File: src/rtl/seq_chunk_adder.sv
// seq_chunk_adder
//   Multi-cycle unsigned adder: {cout, sum} = a + b + cin, computed one W-bit
//   chunk per cycle over K = N/W cycles through a single (W+1)-bit adder, with
//   a carry register chaining the chunks.
//
// Ports
//   clk, rst_n          clock (rising edge), asynchronous active-low reset
//   in_valid/in_ready   operand handshake; a, b, cin sampled on the accept edge
//   a, b [N-1:0], cin   operands and carry-in
//   out_valid/out_ready result handshake; sum/cout held while out_ready is low
//   sum [N-1:0], cout   result and carry out of bit N-1
//   busy                high whenever an operation is in flight or waiting
module seq_chunk_adder #(
    parameter int N = 64,
    parameter int W = 16
) (
    input  logic         clk,
    input  logic         rst_n,
    input  logic         in_valid,
    output logic         in_ready,
    input  logic [N-1:0] a,
    input  logic [N-1:0] b,
    input  logic         cin,
    output logic         out_valid,
    input  logic         out_ready,
    output logic [N-1:0] sum,
    output logic         cout,
    output logic         busy
);

    localparam int K  = N / W;
    localparam int CW = (K > 1) ? $clog2(K) : 1;

    typedef enum logic [1:0] {
        IDLE = 2'd0,
        RUN  = 2'd1,
        DONE = 2'd2
    } state_t;

    state_t        state_q, state_d;
    logic [N-1:0]  a_q, a_d;
    logic [N-1:0]  b_q, b_d;
    logic [N-1:0]  sum_q, sum_d;
    logic          carry_q, carry_d;
    logic [CW-1:0] cnt_q, cnt_d;

    logic [W:0]    chunk;
    logic          last_chunk;

    // The only adder in the block: low chunk of each operand plus running carry.
    assign chunk      = {1'b0, a_q[W-1:0]} + {1'b0, b_q[W-1:0]} + {{W{1'b0}}, carry_q};
    assign last_chunk = (cnt_q == CW'(K - 1));

    always_comb begin
        state_d = state_q;
        a_d     = a_q;
        b_d     = b_q;
        sum_d   = sum_q;
        carry_d = carry_q;
        cnt_d   = cnt_q;
        unique case (state_q)
            IDLE: begin
                if (in_valid) begin
                    a_d     = a;
                    b_d     = b;
                    carry_d = cin;
                    cnt_d   = '0;
                    state_d = RUN;
                end
            end
            RUN: begin
                a_d     = a_q >> W;
                b_d     = b_q >> W;
                // New chunk enters at the top; after K shifts chunk 0 sits at [W-1:0].
                sum_d   = {chunk[W-1:0], sum_q[N-1:W]};
                carry_d = chunk[W];
                cnt_d   = cnt_q + CW'(1);
                if (last_chunk) state_d = DONE;
            end
            DONE: begin
                if (out_ready) state_d = IDLE;
            end
            default: state_d = IDLE;
        endcase
    end

    always_ff @(posedge clk or negedge rst_n) begin
        if (!rst_n) begin
            state_q <= IDLE;
            a_q     <= '0;
            b_q     <= '0;
            sum_q   <= '0;
            carry_q <= 1'b0;
            cnt_q   <= '0;
        end else begin
            state_q <= state_d;
            a_q     <= a_d;
            b_q     <= b_d;
            sum_q   <= sum_d;
            carry_q <= carry_d;
            cnt_q   <= cnt_d;
        end
    end

    // Handshake outputs are pure state decodes, so in_ready is 1 during reset.
    assign in_ready  = (state_q == IDLE);
    assign out_valid = (state_q == DONE);
    assign busy      = (state_q != IDLE);
    assign sum       = sum_q;
    assign cout      = carry_q;

endmodule

File: config.mk
export PLATFORM = sky130hd
export DESIGN_NAME = seq_chunk_adder
export DESIGN_NICKNAME = d
export VERILOG_FILES = /design/src/rtl/seq_chunk_adder.sv
export SDC_FILE = /design/constraint.sdc
export NUM_CORES = 1
export LEC_CHECK = 0
export ABC_CLOCK_PERIOD_IN_PS = 2300
export CORE_MARGIN = 2
export CORE_UTILIZATION = 52
export DETAILED_ROUTE_END_ITERATION = 10
export PLACE_DENSITY = 0.81
export REMOVE_ABC_BUFFERS = 1
export SYNTH_ARGS = -nofsm -noshare
export SYNTH_HDL_FRONTEND = slang
export SYNTH_SLANG_ARGS = --single-unit
File: constraint.sdc
create_clock -name clk -period 2.3 [get_ports clk]
set_clock_uncertainty 0.1 [all_clocks]
set_input_delay 0.46 -clock clk [delete_from_list [all_inputs] [get_ports clk]]
set_output_delay 0.46 -clock clk [all_outputs]
set_load 0.01 [all_outputs]
Yosys cells after proc, flatten, opt, wreduce, memory -nomap -nowiden --
Cells that the tools add are included.
Word-level totals: logic and storage cells 32, bits in registers 197, input port bits 133, output and inout bits 68
Operators by class: reductions and logical operators 5, $add $sub $neg 3, muxes and demuxes 12, equality and inequality tests 6
Operator list (count):
- $pmux W64 S2 | 2
- $mux W64 | 2
- $add A16 B16 Y17 | 1
- $add A17 B1 Y17 | 1
- $mux W2 | 4
- $pmux W2 S3 | 1
- $eq A2 B2 Y1 const B | 2
- $ne A2 B2 Y1 const B | 2
- $pmux W2 S2 | 1
- $reduce_bool A2 Y1 | 2
- $reduce_and A3 Y1 | 1
- $add A2 B1 Y2 const B | 1
- $eq A2 B1 Y1 const B | 1
- $logic_not A2 Y1 | 1
- $ne A2 B1 Y1 const B | 1
- $pmux W1 S2 | 1
- $reduce_and A2 Y1 | 1
- $mux W1 | 1

Depth between registers and ports, before layout --
word-level depth 3, gate-level depth with buffers 8, mapped depth without buffers 8

Worst setup path before layout --
OpenSTA, ideal clock, no wires.
path kind reg-to-reg, start register carry_q (netlist: cout), end register sum_q[60] (netlist: sum[60]), arrival time 1.912 ns, stages on the path, launching flop included 9, path buffers 0, required time 2.105 ns, setup slack 0.193 ns, clock period less this slack 2.107 ns, library setup time 0.095 ns, path through dfrtp_1 -> fa_1 -> inv_1 -> fa_1 -> nor2b_1 -> o21bai_1 -> a211oi_1 -> o21a_1 -> o31ai_1
On the way: longest elaborated chain between the ends 1
RTL lines:
- from (decl) | RTL line 44 | logic carry_q, carry_d;
- from (signal assigned) | RTL line 100 | carry_q <= carry_d;
- $add A17 B1 Y17 | RTL line 51 | assign chunk = {1'b0, a_q[W-1:0]} + {1'b0, b_q[W-1:0]} + {{W{1'b0}}, carry_q};
- to (signal assigned) | RTL line 99 | sum_q <= sum_d;
- to (decl) | RTL line 43 | logic [N-1:0] sum_q, sum_d;
Every way passes these cells. A chain may end at the register's enable or synchronous reset.

Worst setup path after layout --
start register state_q[0], end output busy
On the way: longest elaborated chain between the ends 1
RTL lines:
- from (decl) | RTL line 40 | state_t state_q, state_d;
- from (signal assigned) | RTL line 96 | state_q <= state_d;
- $reduce_bool A2 Y1 | RTL line 108 | assign busy = (state_q != IDLE);
- to (decl) | RTL line 28 | output logic busy
Every way passes these cells.

==> impl_metrics.env <==
export IMPL_gr_usage_all_layers=0.259
export IMPL_maxSlewHeadroom=0.623
export IMPL_synth_compound_area_share=0.250
export IMPL_drv_slew=0
export IMPL_vias_per_cell=5.92
export IMPL_antenna_found_initial=0
export IMPL_endpoint="busy"
export IMPL_yosys_area_share_simple=0.158
export IMPL_rows=49
export IMPL_clockRootBuffer="clkbuf_16"
export IMPL_synth_seq_area_share=0.520
export IMPL_utilization=0.690
export IMPL_synth_xor_area_frac=0.00462
export IMPL_coreArea_sq_um=17900
export IMPL_die_width_um=139
export IMPL_grt_pass1_wl_um=41600
export IMPL_final_hold_viol_count=0
export IMPL_async_flop_share=1.00
export IMPL_drt_first_pass_iters=6
export IMPL_cp_end_kind="output pin"
export IMPL_drt_iter0_markers=777
export IMPL_worst_path_max_delay_cell="dfrtp_4"
export IMPL_synth_area_sq_um=9480
export IMPL_dp_hpwl_um=16400
export IMPL_fin_nets=1322
export IMPL_htree_num_levels=4
export IMPL_power_uw=16300
export IMPL_vias=8360
export IMPL_p_leak_uw=0.00537
export IMPL_yosysWarnings=0
export IMPL_yosysMostFrequentCell="dfrtp_1"
export IMPL_antenna_cells=0
export IMPL_place_gp_congestion=0.942
export IMPL_clock_latency_ns=0.43
export IMPL_worstSetupStartpointType="flip-flop"
export IMPL_cts_buffers=17
export IMPL_worst_r2r_cell_count=9
export IMPL_pin_count=201
export IMPL_r2r_slack_ns=0.12
export IMPL_min_period_ns=2.27
export IMPL_cts_tree="yes"
export IMPL_clk_pin_slew_worst_paths_ns=0.07
export IMPL_grt_max_degree=99
export IMPL_post_route_drc_count=0
export IMPL_grt_pass1_vias=8063
export IMPL_layout_drive_gt1_share=0.0600
export IMPL_fmax_mhz=441
export IMPL_synth_edff_count=0
export IMPL_wl_um=24700
export IMPL_synthCells=1009
export IMPL_netlist_area_leader_share=0.520
export IMPL_cts_sinks=197
export IMPL_port_buffer_count=200
export IMPL_synth_top_family_by_area="compound AO/OA/AOI/OAI gates"
export IMPL_synth_area_leader_cell="dfrtp_1"
export IMPL_fp_dieH_um=139
export IMPL_status="completed"
export IMPL_maxCapViolations=0
export IMPL_tightestPinTransition_ns=0.563
export IMPL_reg2reg_to="sum[56]$_DFFE_PN0P_"
export IMPL_crit_fanout=2
export IMPL_min_path_type="flip-flop to flip-flop"
export IMPL_r2r_start="cout$_DFFE_PN0P_"
export IMPL_antenna_left=0
export IMPL_muxShareOfSynthArea=0.00422
export IMPL_routedWlPerCell_um=17.5
export IMPL_synth_fa_ha_area_frac=0.0253
export IMPL_overflow=0
export IMPL_ys_flop_type="dfrtp_1"
export IMPL_arrival_ns=1.71
export IMPL_crit_type="flip-flop to output pin"
export IMPL_ys_ff_latch=197
export IMPL_dieArea_sq_um=19300
export IMPL_ir_worst_vdd_v=0.000695
export IMPL_start_util=0.530
export IMPL_crit_chain="or2_2, clkdlybuf4s50_1"
export IMPL_synthTopCellsByCount="dfrtp_1, nand2_1, o21ai_0, a21oi_1, nor2b_1"
export IMPL_crit_start="state_q[0]$_DFFE_PN0P_"
export IMPL_setup_viol=0
export IMPL_synth_area_per_cell_sq_um=9.40
export IMPL_critical_path_required_ns=1.74
export IMPL_area_growth_pct=30.3
export IMPL_holdWs_ns=0.377
export IMPL_clock_path_buffers=2
export IMPL_rsz0062_at_grt="yes"
export IMPL_synth_cell_types=45
export IMPL_worst_path_largest_cell_delay_ns=0.48
export IMPL_fin_crit_sh=0.986
export IMPL_p_per_area_nw_per_um2=1320
export IMPL_yosys_top_cells_area="dfrtp_1, a22oi_1, nand2_1, nor2b_1, o21ai_0"
[metal layers]
layer  wire [um]  vias to the layer above  GRT usage
met1       10800                     4061      0.369
met5           0                        -          0
li1            -                     3910          -
met3        1540                       53     0.0442
met2       11800                      336      0.405
met4         625                        0     0.0925
[flip-flops by register name, indices dropped and copies added, names as in the netlist]
| register | cells |
|---|---|
| a_q | 64 |
| b_q | 64 |
| sum | 64 |
| cnt_q | 2 |
| state_q | 2 |
| cout | 1 |
[critical path, delay by kind of cell (launching register included)]
kind	cells	cell delay [ns]
DFF	1	0.48
and+or+nand+nor	1	0.31
buffers and inverters	1	0.48
[report_power, final]
part	internal (uW)	switching (uW)	leakage, uW
Combinational	3260	4100	0.00253
Sequential	4910	1090	0.00256
Clock	1520	1380	0.000283
Total	9690	6580	0.00537
[worst min-delay path by stage]
stage / slack, ns / depth (start not counted) / to / from
after global placement: 0.31 / 1 / a_q[50]$_DFFE_PN0P_ / rst_n
after global routing: 0.40 / 2 / sum[4]$_DFFE_PN0P_ / sum[4]$_DFFE_PN0P_
after detailed placement: 0.31 / 1 / a_q[50]$_DFFE_PN0P_ / rst_n
after floorplan: 0.06 / 0 / a_q[0]$_DFFE_PN0P_ / rst_n
after CTS: 0.38 / 4 / a_q[12]$_DFFE_PN0P_ / in_valid
final: 0.38 / 2 / sum[6]$_DFFE_PN0P_ / sum[6]$_DFFE_PN0P_
[placed cells by master, fill, tap and decap left out, types with 5 or more instances in the layout]
| master | n |
|---|---|
| ha_1 | 16 |
| clkbuf_16 | 17 |
| clkdlybuf4s50_1 | 196 |
| nor2b_1 | 95 |
| o21ai_0 | 110 |
| dfrtp_1 | 195 |
| nand2_1 | 176 |
| clkinv_4 | 5 |
| nor2_1 | 12 |
| buf_12 | 7 |
| a22oi_1 | 97 |
| a22o_1 | 34 |
| nand4_1 | 5 |
| a21oi_1 | 109 |
| buf_4 | 18 |
| inv_1 | 8 |
| nand3_1 | 7 |
[cells by family (layout without fill, tap and decap cells)]
family,Yosys count,count (layout)
xor gates and xnor gates,5,5
adders and majority gates,18,18
and+or+nand+nor,314,314
DFF,197,197
buffers and inverters,90,265
muxes,4,4
AOI/OAI and AO/OA,381,381
[through the flow]
stage	instance area (sq um)	std cells	setup TNS [ns]	setup WS (ns)
CTS	12300	1412	0	0.0268
finish	12400	1413	0	0.0326
global placement	11700	1375	0	0.00486
floorplan	9150	927	-751.96	-5.02
global route	12400	1413	-0.0490	-0.0191
detailed placement	11700	1375	-0.115	-0.0742
[repair_timing]
item / CTS / global route
hold buffers: 1 / 0
resized for setup: 3 / 7
pin swaps: 0 / 2
endpoints found under the setup margin: 6 / 5
hold endpoints to repair: 38 / 0
buffers inserted: 4 / 1
[final cells by class]
type | instances | area (sq um)
Clock buffer | 17 | 425
Multi-Input combinational cell | 722 | 4250
Fill cell | 1367 | 5550
Sequential cell | 197 | 4940
Clock inverter | 15 | 148
Inverter | 8 | 30.0
Timing Repair Buffer | 225 | 2280
Tap cell | 229 | 287
Note: power is estimated with default switching activity, not from simulation.
